## config.mk

```make
export PLATFORM = sky130hd
export DESIGN_NAME = locker_code_tx
export DESIGN_NICKNAME = d
export VERILOG_FILES = /design/src/rtl/locker_code_tx.sv
export SDC_FILE = /design/constraint.sdc
export NUM_CORES = 1
export LEC_CHECK = 0
export CAP_MARGIN = 5
export CORE_MARGIN = 2
export CORE_UTILIZATION = 25
export DETAILED_ROUTE_END_ITERATION = 8
export RECOVER_POWER = 25
export SLEW_MARGIN = 20
export SYNTH_ARGS = -nofsm -noshare
export SYNTH_HDL_FRONTEND = slang
export SYNTH_SLANG_ARGS = --single-unit
export TNS_END_PERCENT = 50
```

## constraint.sdc

```tcl
create_clock -name clk -period 1.5 [get_ports clk]
set_input_delay 0.3 -clock clk [delete_from_list [all_inputs] [get_ports clk]]
set_output_delay 0.3 -clock clk [all_outputs]
set_load 0.03 [all_outputs]
```

## src/rtl/locker_code_tx.sv

```systemverilog
// Serial code transmitter for the digital locker: submit pulse, MSB-first code shift, result report.
// Optional LOCKOUT state after MAX_FAIL consecutive failures is enabled by `define LOCKER_TX_LOCKOUT_EN.
module locker_code_tx #(
    parameter int unsigned CODE_W      = 4,
    parameter int unsigned FAIL_W      = 3,
    parameter int unsigned MAX_FAIL    = 3,
    parameter int unsigned LOCKOUT_CYC = 16
) (
    input  logic              clk,
    input  logic              rst,
    input  logic              start,
    input  logic [CODE_W-1:0] code,
    input  logic              unlocked_in,
    output logic              ready,
    output logic              pwd_out,
    output logic              submit,
    output logic              done,
    output logic              granted,
    output logic [FAIL_W-1:0] fail_cnt,
    output logic              lockout
);

    localparam int unsigned FAIL_SAT = (1 << FAIL_W) - 1;
    localparam int unsigned CNT_MAX  = (CODE_W + 1 > LOCKOUT_CYC) ? CODE_W + 1 : LOCKOUT_CYC;
    localparam int unsigned CNT_W    = $clog2(CNT_MAX + 1);

    if (MAX_FAIL < 1 || MAX_FAIL > FAIL_SAT) begin : g_bad_max_fail
        $error("locker_code_tx: MAX_FAIL out of range");
    end
    if (LOCKOUT_CYC < 1) begin : g_bad_lockout_cyc
        $error("locker_code_tx: LOCKOUT_CYC must be at least 1");
    end

    typedef enum logic [2:0] {
        S_PARK,
        S_READY,
        S_ARM,
        S_SHIFT,
        S_CHECK
`ifdef LOCKER_TX_LOCKOUT_EN
        , S_LOCKOUT
`endif
    } state_t;

    state_t              r_state;
    state_t              w_state_nxt;
    logic [CNT_W-1:0]    r_cnt;
    logic [CNT_W-1:0]    w_cnt_nxt;
    logic [CODE_W-1:0]   r_shreg;
    logic [CODE_W-1:0]   w_shreg_nxt;
    logic [FAIL_W-1:0]   r_fail;
    logic [FAIL_W-1:0]   w_fail_nxt;
    logic [FAIL_W-1:0]   w_fail_inc;
    logic                r_ready, w_ready;
    logic                r_pwd, w_pwd;
    logic                r_submit, w_submit;
    logic                r_done, w_done;
    logic                r_granted, w_granted;
    logic                r_lockout, w_lockout;

    // Next state and next registered outputs; one shared counter times PARK, SHIFT and LOCKOUT.
    always_comb begin
        w_state_nxt = r_state;
        w_shreg_nxt = r_shreg;
        w_fail_nxt  = r_fail;
        w_done      = 1'b0;
        w_granted   = 1'b0;
        w_submit    = 1'b0;
        w_pwd       = 1'b0;
        w_lockout   = 1'b0;
        w_fail_inc  = (r_fail == FAIL_W'(FAIL_SAT)) ? r_fail : r_fail + FAIL_W'(1);

        case (r_state)
            S_PARK: begin
                if (r_cnt == CNT_W'(CODE_W)) w_state_nxt = S_READY;
            end
            S_READY: begin
                if (start) begin
                    w_shreg_nxt = code;
                    w_state_nxt = S_ARM;
                end
            end
            S_ARM: begin
                w_state_nxt = S_SHIFT;
            end
            S_SHIFT: begin
                if (r_cnt == CNT_W'(CODE_W - 1)) w_state_nxt = S_CHECK;
            end
            S_CHECK: begin
                w_done      = 1'b1;
                w_granted   = unlocked_in;
                w_state_nxt = S_READY;
                if (unlocked_in) begin
                    w_fail_nxt = '0;
                end else begin
                    w_fail_nxt = w_fail_inc;
`ifdef LOCKER_TX_LOCKOUT_EN
                    if (w_fail_inc == FAIL_W'(MAX_FAIL)) w_state_nxt = S_LOCKOUT;
`endif
                end
            end
`ifdef LOCKER_TX_LOCKOUT_EN
            S_LOCKOUT: begin
                if (r_cnt == CNT_W'(LOCKOUT_CYC - 1)) begin
                    w_state_nxt = S_READY;
                    w_fail_nxt  = '0;
                end
            end
`endif
            default: w_state_nxt = S_PARK;
        endcase

        // The bit driven during a SHIFT cycle is loaded on the edge that enters that cycle.
        if (w_state_nxt == S_SHIFT) begin
            w_pwd       = r_shreg[CODE_W-1];
            w_shreg_nxt = r_shreg << 1;
        end

        w_submit  = (w_state_nxt == S_ARM);
        w_ready   = (w_state_nxt == S_READY);
`ifdef LOCKER_TX_LOCKOUT_EN
        w_lockout = (w_state_nxt == S_LOCKOUT);
`endif
        w_cnt_nxt = (w_state_nxt != r_state) ? '0 : r_cnt + CNT_W'(1);
    end

    always_ff @(posedge clk or negedge rst) begin
        if (!rst) begin
            r_state   <= S_PARK;
            r_cnt     <= '0;
            r_shreg   <= '0;
            r_fail    <= '0;
            r_ready   <= 1'b0;
            r_pwd     <= 1'b0;
            r_submit  <= 1'b0;
            r_done    <= 1'b0;
            r_granted <= 1'b0;
            r_lockout <= 1'b0;
        end else begin
            r_state   <= w_state_nxt;
            r_cnt     <= w_cnt_nxt;
            r_shreg   <= w_shreg_nxt;
            r_fail    <= w_fail_nxt;
            r_ready   <= w_ready;
            r_pwd     <= w_pwd;
            r_submit  <= w_submit;
            r_done    <= w_done;
            r_granted <= w_granted;
            r_lockout <= w_lockout;
        end
    end

    assign ready    = r_ready;
    assign pwd_out  = r_pwd;
    assign submit   = r_submit;
    assign done     = r_done;
    assign granted  = r_granted;
    assign fail_cnt = r_fail;
    assign lockout  = r_lockout;

endmodule

```

==> results.sh <==
export IMPL_status="finished clean"
export IMPL_ir_worst_vdd_mv=0.560
export IMPL_worstMarginPinSlew_ns=0.502
export IMPL_rsz0062_at_grt="no"
export IMPL_maxSlewViolCount=0
export IMPL_maxCapViolCount=0
export IMPL_clock_latency_ns=0.25
export IMPL_die_x_um=66.9
export IMPL_hold_viol_final=0
export IMPL_crit_arrival_ns=1.54
export IMPL_final_antenna_net_count=0
export IMPL_wirelength_um=2010
export IMPL_netlist_top_cells_area="dfrtp_1, ha_1, nor2_1, a2bb2oi_1, nand2_1"
export IMPL_drcViolationCount=0
export IMPL_end_kind="register"
export IMPL_clock_fmax_mhz=715
export IMPL_cts_tree="done"
export IMPL_multiInputGateArea_sq_um=475
export IMPL_via_count=779
export IMPL_r2r_cells=6
export IMPL_p_leak_nw=0.640
export IMPL_path_max_fanout=2
export IMPL_timing_slew_headroom=0.665
export IMPL_crit_type="reg2reg"
export IMPL_crit_required_ns=1.64
export IMPL_yosys_area_top_type="dfrtp_1"
export IMPL_slowest_stage="dfrtp_1"
export IMPL_port_buffers=15
export IMPL_drive_gt1_frac=0.228
export IMPL_start_util=0.264
export IMPL_pin_count=17
export IMPL_num_fill_cells=394
export IMPL_power_switching_mw=0.803
export IMPL_hpwl_um=1450
export IMPL_grt_pass1_wl_um=3470
export IMPL_dr_pass1_iters=4
export IMPL_yosysTopAreaCellShare=0.506
export IMPL_syn_area_sq_um=990
export IMPL_crit_chain="ha_2, nor4b_4, buf_4, nand2_2, buf_4, a22o_1"
export IMPL_die_area_sq_um=4480
export IMPL_powerDensity_nw_per_um2=1650
export IMPL_finalClockSkew_ns=0.00315
export IMPL_root_buffer="clkbuf_8"
export IMPL_final_cell_mix="dfrtp_1, buf_4, nor2_1, dlygate4sd2_1"
export IMPL_critPathLaunchType="register"
export IMPL_synth_flop_cell="dfrtp_1"
export IMPL_via_per_inst=4.45
export IMPL_gp_congestion=0.742
export IMPL_final_common_cell="dfrtp_1"
export IMPL_setup_ws_ns=0.102
export IMPL_critical_path_max_stage_delay_ns=0.36
export IMPL_pre_cts_slack_ns=-0.0711
export IMPL_drtIter0Drc=20
export IMPL_numClockSinks=20
export IMPL_antenna_found_initial=0
export IMPL_core_area_sq_um=3740
export IMPL_rows=22
export IMPL_finalCriticalPeriod_ns=1.40
export IMPL_cts_buffer_depth=2
export IMPL_seqPwrFrac=0.350
export IMPL_clkSlewWorstSetupHoldPaths_ns=0.07
export IMPL_yosys_register_bits=20
export IMPL_synth_nets=109
export IMPL_grt_max_degree=21
export IMPL_htreeDepth=1
export IMPL_register_area_sq_um=500
export IMPL_crit_top_cell="buf_4"
export IMPL_critPathTopFamily="flip-flops"
export IMPL_path_depth=6
export IMPL_async_reset_ff_frac=1.00
export IMPL_finalSetupViolCount=0
export IMPL_internal_power_mw=1.45
export IMPL_grt_ovfl_total=0
export IMPL_grt_pass1_vias=777
export IMPL_synth_cell_type_count=32
export IMPL_p_clk_frac=0.177
export IMPL_cts_hold_buf=0
export IMPL_comb_power_share=0.472
export IMPL_fin_crit_sh=0.932
export IMPL_path_buf_inv=2
export IMPL_switching_share=0.357
export IMPL_worstHoldPathType="in2async"
export IMPL_fin_nets=140
export IMPL_syn2layout_area_growth_pct=37.4
export IMPL_routedWlPerCell_um=11.5
export IMPL_netlist_instances=97
export IMPL_ys_seq_area_frac=0.506
export IMPL_diodes=0
export IMPL_ys_warn_count=0
export IMPL_synth_edf_count=0
export IMPL_finalPower_mw=2.25
export IMPL_syn_area_per_cell_sq_um=10.2
export IMPL_track_usage=0.105
export IMPL_die_height_um=66.9
export IMPL_cts_inserted_buffers=3
## state kept, by name, summed over array words and instances, names as in the netlist
signal    count
submit        1
done          1
fail_cnt      3
r_shreg       4
r_state       3
pwd_out       1
ready         1
granted       1
r_cnt         5
## area by class of cell
type / instances / share of cell area
sequential: 20 / 0.368
multi-input combinational: 68 / 0.350
timing repair buffer: 30 / 0.184
tap: 48 / 0.0442
clock buffer: 4 / 0.0405
inverter: 5 / 0.0138
## cell families (layout without fill, tap and decap cells)
| family | Yosys count | after routing | share of synthesized area |
|---|---|---|---|
| fa+ha+maj | 4 | 4 | 0.0506 |
| xor+xnor | 3 | 3 | 0.0266 |
| flops | 20 | 20 | 0.506 |
| compound gates | 23 | 23 | 0.164 |
| buf+inv | 9 | 39 | 0.0569 |
| simple gates | 36 | 36 | 0.182 |
| mux | 1 | 1 | 0.0101 |
| other cells | 1 | 1 | 0.00379 |
## routing by layer
layer  GRT usage  routed length (um)  vias to the layer above
met4      0.0153                  16                        0
li1            -                   -                      391
met1       0.127                 894                      369
met3      0.0405                  99                        2
met5           0                   0                        -
met2       0.178                 996                       17
## repair_timing
item / in CTS / in global routing
gates resized for setup: 11 / 7
pin swaps: 3 / 1
setup endpoints to repair: 16 / 9
buffers inserted: 2 / 0
## synth_stat cells, drive strengths merged (2+ instances only)
cell type	n
nor3	2
buf	4
inv	5
a21o	3
and3	2
a21oi	5
nor2b	2
nand2b	2
dfrtp	20
xor2	2
nand2	9
a2bb2oi	4
nor2	13
o21ai	6
ha	4
nand3	2
## stage by stage
stage          TNS [ns]  hold WS, ns  cells  utilization  instance area (sq um)
2_1_floorplan         0      0.00441     97            -                    990
3_3_place_gp          0        0.526    169        0.337                   1260
3_5_place_dp     -0.302        0.528    169        0.337                   1260
4_1_cts               0        0.396    175        0.357                   1340
5_1_grt               0        0.565    175        0.363                   1360
6_report              0        0.541    175        0.363                   1360
## path summary, 6_finish.rpt
kind                       startpoint           to  slack, ns
min                               rst     r_cnt[2]       0.54
max                          r_cnt[0]   r_state[0]       0.10
max reg2reg                  r_cnt[0]   r_state[0]       0.10
max in group asynchronous         rst  fail_cnt[1]       0.62
min reg2reg                  r_cnt[0]     r_cnt[0]       0.55
min in group clk             r_cnt[0]     r_cnt[0]       0.55
## power groups by stage
stage	Combinational [mW]	Clock [mW]	Sequential (mW)
global placement	0.953	0	0.780
floorplan	0.573	0	0.852
detailed placement	0.976	0	0.790
CTS	0.994	0.418	0.784
finish	1.06	0.399	0.788
global route	1.18	0.439	0.801
Power figures use the tool's default switching activity.
